## config.mk

```make
export PLATFORM = sky130hd
export DESIGN_NAME = dcm_update_ctrl
export DESIGN_NICKNAME = d
export VERILOG_FILES = /design/src/rtl/dcm_update_ctrl.sv
export SDC_FILE = /design/constraint.sdc
export NUM_CORES = 1
export LEC_CHECK = 0
export BUFFER_PORTS_ARGS = -buffer_cell sky130_fd_sc_hd__buf_4
export CAP_MARGIN = 20
export CORE_MARGIN = 2
export CORE_UTILIZATION = 25
export DETAILED_ROUTE_END_ITERATION = 10
export GPL_TIMING_DRIVEN = 0
export PLACE_DENSITY = 0.38
export SETUP_SLACK_MARGIN = 0.5
export SLEW_MARGIN = 20
export SYNTH_ARGS = -nofsm -noshare
export SYNTH_HDL_FRONTEND = slang
export SYNTH_SLANG_ARGS = --single-unit
```

## constraint.sdc

```tcl
create_clock -name clk -period 3.8 [get_ports clk]
set_clock_uncertainty 0.2 [all_clocks]
set_input_delay 0.19 -clock clk [delete_from_list [all_inputs] [get_ports clk]]
set_output_delay 0.19 -clock clk [all_outputs]
set_load 0.005 [all_outputs]
```

## src/rtl/dcm_update_ctrl.sv

```systemverilog
// -----------------------------------------------------------------------------
// dcm_update_ctrl
//
// Front-end for the clock manager (dcm). Synchronises and debounces the raw
// update push-button and the 3-bit frequency-select switches. For each
// accepted update it emits a one-cycle update pulse. Alongside the pulse it
// presents a select code that was latched at that same edge. The dcm samples
// prog_sel on the pulse to reprogram its slow clock.
//
// Optional build macro: UPDATE_REPEAT_EN
//   Defined     : while the button stays held, a further update fires every
//                 REPEAT_CYCLES clocks. Each repeat re-latches the switches.
//   Not defined : exactly one update per debounced press.
//
// Parameters:
//   DEBOUNCE_CYCLES  clk cycles the button must be stable (minimum 2)
//   REPEAT_CYCLES    auto-repeat interval; used only with UPDATE_REPEAT_EN
//
// Ports:
//   clk           in   reference clock, all logic on posedge
//   rst           in   asynchronous, active-high reset
//   btn_update    in   raw update button (async, bouncy), high = pressed
//   prog_sw[2:0]  in   raw frequency-select switches (async)
//   update_pulse  out  one-cycle strobe per accepted update
//   prog_sel[2:0] out  select code latched on each update
//   busy          out  high while the button FSM is not idle
//   upd_count[7:0] out accepted updates, modulo 256
// -----------------------------------------------------------------------------
module dcm_update_ctrl #(
  parameter int unsigned DEBOUNCE_CYCLES = 1000000,
  parameter int unsigned REPEAT_CYCLES   = 50000000
) (
  input  logic       clk,
  input  logic       rst,
  input  logic       btn_update,
  input  logic [2:0] prog_sw,
  output logic       update_pulse,
  output logic [2:0] prog_sel,
  output logic       busy,
  output logic [7:0] upd_count
);

  if (DEBOUNCE_CYCLES < 2 || REPEAT_CYCLES < 1) begin : g_bad_param
    $error("dcm_update_ctrl: DEBOUNCE_CYCLES must be >= 2 and REPEAT_CYCLES >= 1");
  end

  localparam logic [31:0] DEB_LAST = 32'(DEBOUNCE_CYCLES - 1);
`ifdef UPDATE_REPEAT_EN
  localparam logic [31:0] REP_LAST = 32'(REPEAT_CYCLES - 1);
`endif

  typedef enum logic [1:0] {
    IDLE,
    CONFIRM_PRESS,
    HELD,
    CONFIRM_RELEASE
  } state_t;

  // Input synchronisers. Nothing else looks at the raw pins.
  logic       btn_s1_q, btn_s_q;
  logic [2:0] sw_s1_q,  sw_s_q;

  state_t      state_q, state_d;
  logic [31:0] cnt_q,   cnt_d;
  logic        fire;

  logic       update_pulse_q, update_pulse_d;
  logic [2:0] prog_sel_q,     prog_sel_d;
  logic       busy_q,         busy_d;
  logic [7:0] upd_count_q,    upd_count_d;

  always_ff @(posedge clk or posedge rst) begin
    if (rst) begin
      btn_s1_q <= 1'b0;
      btn_s_q  <= 1'b0;
      sw_s1_q  <= '0;
      sw_s_q   <= '0;
    end else begin
      btn_s1_q <= btn_update;
      btn_s_q  <= btn_s1_q;
      sw_s1_q  <= prog_sw;
      sw_s_q   <= sw_s1_q;
    end
  end

  // Button debounce FSM.
  always_ff @(posedge clk or posedge rst) begin
    if (rst) begin
      state_q <= IDLE;
      cnt_q   <= '0;
    end else begin
      state_q <= state_d;
      cnt_q   <= cnt_d;
    end
  end

  always_comb begin
    state_d = state_q;
    cnt_d   = cnt_q;
    fire    = 1'b0;
    case (state_q)
      IDLE: begin
        if (btn_s_q) begin
          state_d = CONFIRM_PRESS;
          cnt_d   = '0;
        end
      end
      CONFIRM_PRESS: begin
        if (!btn_s_q) begin
          state_d = IDLE;
          cnt_d   = '0;
        end else if (cnt_q == DEB_LAST) begin
          state_d = HELD;
          cnt_d   = '0;
          fire    = 1'b1;
        end else begin
          cnt_d = cnt_q + 32'd1;
        end
      end
      HELD: begin
        if (!btn_s_q) begin
          state_d = CONFIRM_RELEASE;
          cnt_d   = '0;
        end
`ifdef UPDATE_REPEAT_EN
        // Release takes priority over a repeat that falls due on the same edge.
        else if (cnt_q == REP_LAST) begin
          cnt_d = '0;
          fire  = 1'b1;
        end else begin
          cnt_d = cnt_q + 32'd1;
        end
`endif
      end
      CONFIRM_RELEASE: begin
        if (btn_s_q) begin
          // Release bounce: back to HELD. The repeat interval restarts there.
          state_d = HELD;
          cnt_d   = '0;
        end else if (cnt_q == DEB_LAST) begin
          state_d = IDLE;
          cnt_d   = '0;
        end else begin
          cnt_d = cnt_q + 32'd1;
        end
      end
      default: begin
        state_d = IDLE;
        cnt_d   = '0;
      end
    endcase
  end

  // Output registers. Everything a fire changes is registered on the same
  // edge, so prog_sel already carries the new code during the pulse cycle.
  always_comb begin
    update_pulse_d = fire;
    prog_sel_d     = fire ? sw_s_q : prog_sel_q;
    upd_count_d    = upd_count_q + {7'd0, fire};
    busy_d         = (state_d != IDLE);
  end

  always_ff @(posedge clk or posedge rst) begin
    if (rst) begin
      update_pulse_q <= 1'b0;
      prog_sel_q     <= '0;
      busy_q         <= 1'b0;
      upd_count_q    <= '0;
    end else begin
      update_pulse_q <= update_pulse_d;
      prog_sel_q     <= prog_sel_d;
      busy_q         <= busy_d;
      upd_count_q    <= upd_count_d;
    end
  end

  assign update_pulse = update_pulse_q;
  assign prog_sel     = prog_sel_q;
  assign busy         = busy_q;
  assign upd_count    = upd_count_q;

endmodule
```

==> metrics.txt <==
layout cell share with drive strength beyond 1 0.195; Final HPWL DP 5700 um; crit-path cells or4b_2 -> nor4_4 -> nand3_1 -> nor3b_2 -> ha_1 -> ha_1 -> and3_1 -> nand3_1 -> xnor2_1; Crit path max-delay family simple AND/OR/NAND/NOR gates; gr ovfl total 0; hold_ws 149 ps; Tcrit/Tclk final 0.805; Final Core Density 0.308; register area share after synthesis 0.468; Cell Pwr Density 339 mW/mm^2; LEAKAGE 1.53 nW; status finished, final reports clean; cell count after synthesis 295; fill count 1174; # port buffers 18; ranking of synthesized cells by area dfrtp_1 (47%), nand3_1 (5.4%), nand2_1 (4.7%), nand4_1 (3.8%), or3_1 (2.8%); area share of the largest cell type after synthesis 0.468; clock latency on the worst-skew pair 300 ps; Total GRT Usage 0.135; ANT cells 0; Synth cell types 62; nets@finish 336; number of flops mapped to enable cells by yosys 0; Ys Warns 0; Longest Clk Path Bufs 2; Tmin final 3060 ps; Worst Path Required 3800 ps; dominant synthesized flop cell dfrtp_1; crit-path max cell delay 700 ps; Sequential Area 0.00138 mm^2; Worst Slack Setup Final 742 ps; Post-route DRC 0; maximum VDD drop 0.148 mV; largest net degree at the start of global routing 33; count leader, synth dfrtp_1; Placer Congestion 0.813; initial antenna violation count 0; via count 2436; CTS buffer count 5; clock sink count 55; Crit Path Max Fanout 7; htree depth 2; max-slew violations 0; syn_nets 304; Critical Path Start Type flip-flop; Slew HR 0.556; die area 0.0126 mm^2; synthesized area per cell 9.96 um^2; Syn Std Cell Area 0.00294 mm^2; DR iter-0 viols 122; worst slack at placement 121 ps; Fin. Hold Viols 0; area grow syn2layout 20.1%; setup TNS 0 ps; cell taking the most area after synthesis dfrtp_1; Synth async-reset ratio 1.00; vias per cell 5.17; initial core utilization 0.256; fmax 327 MHz; area of the multi-input gates 0.00146 mm^2; Synth top cells by count dfrtp_1 (55), nand2_1 (37), nand3_1 (32); first-pass GRT wire length 13400 um; max cap viols 0; Setup-failing EPs final 0; DR pass1 iterations 4; kind of critical path reg2reg; DIE HEIGHT 112 um; Core ar. 0.0115 mm^2; worst path bufs/invs 0; Worst Setup End Kind flip-flop; post-route antenna net violation count 0; vias in the first global route 2369; RSZ-0062 raised after global routing no; FP Rows 39; io pins 19; Worst Tran Pin Value 665 ps; CTS tree yes; die width 112 um; root buffer cell clkbuf_16; Yosys reg bits 55; wire per inst 17.1 um; WL final 8030 um; clock input transition at the sequential cells of the worst setup and hold paths 80 ps; Hold WC Path Type reg2reg; WP data arrival 3050 ps; slowest CP cell or4b_2
-- placed cells by master, fill, tap and decap left out, types with 5 or more instances in the layout --
cell type	n
nand2_1	37
or4_1	5
xor2_1	6
clkbuf_1	8
nand3_1	32
nor3_1	5
dfrtp_1	55
nor2_1	9
clkbuf_16	5
o21ai_0	12
nand4_1	18
buf_4	20
dlygate4sd3_1	5
o211ai_1	5
nor4_1	7
or3_1	13
-- kinds of logic (layout without fill, tap and decap cells) --
group	count (synthesis)	in the layout	synth area share
and+or+nand+nor	162	162	0.326
DFF	55	55	0.468
adders and majority gates	3	3	0.0128
xor gates and xnor gates	10	10	0.0298
buffers and inverters	20	53	0.0426
AOI/OAI and AO/OA	40	40	0.0983
muxes	5	5	0.0226
-- per-layer routing --
layer	vias to the layer above	routed length, um	track usage
li1	1185	-	-
met1	1168	3920	0.192
met2	73	3600	0.209
met3	10	350	0.0216
met4	0	162	0.0455
met5	-	0	0
-- repair_timing --
item / CTS / global route
setup buffers: 0 / 1
gates resized for setup: 4 / 2
pin swaps: 0 / 1
hold buffers: 5 / 0
setup endpoints to repair: 7 / 3
hold endpoints to repair: 27 / 0
-- where the power goes --
group / switching [mW] / leakage [nW] / internal [mW] / total [mW]
sequential: 0.00481 / 0.744 / 0.592 / 0.597
combinational: 0.0385 / 0.702 / 0.0195 / 0.0580
clock: 0.228 / 0.0815 / 0.315 / 0.543
total: 0.271 / 1.53 / 0.926 / 1.20
-- state kept, by name, indices dropped and copies added, names as in the netlist --
name	cells
btn_s_q	1
update_pulse	1
upd_count	8
state_q	2
sw_s_q	3
prog_sel	3
sw_s1_q	3
btn_s1_q	1
busy	1
cnt_q	32
-- cell type report --
| class | instances | share of cell area |
|---|---|---|
| multi-input cells | 220 | 0.415 |
| flip-flops and latches | 55 | 0.390 |
| repair buffers | 25 | 0.0603 |
| well taps | 143 | 0.0507 |
| clock buffers | 6 | 0.0365 |
| plain buffers | 18 | 0.0337 |
| clock inverters | 2 | 0.0110 |
| inverters | 2 | 0.00284 |
-- through the flow --
stage               cells  total power, mW  area, um^2
floorplan             295            0.639        2940
global placement      456            0.662        3250
detailed placement    457            0.665        3280
CTS                   470             1.21        3520
global route          471             1.24        3530
finish                471             1.20        3530
-- final timing paths --
check / from / endpoint / slack (ps) / depth (start not counted)
max reg2reg: cnt_q[21]$_DFFE_PP0P_ / upd_count[6]$_DFF_PP0_ / 740 / 9
min in group asynchronous: rst / cnt_q[30]$_DFFE_PP0P_ / 210 / 3
min reg2reg: sw_s1_q[0]$_DFF_PP0_ / sw_s_q[0]$_DFF_PP0_ / 150 / 0
max in group asynchronous: rst / cnt_q[19]$_DFFE_PP0P_ / 2690 / 4
max: cnt_q[21]$_DFFE_PP0P_ / upd_count[6]$_DFF_PP0_ / 740 / 9
min: sw_s1_q[0]$_DFF_PP0_ / sw_s_q[0]$_DFF_PP0_ / 150 / 0
No activity file was read; power rests on OpenSTA's default activity.
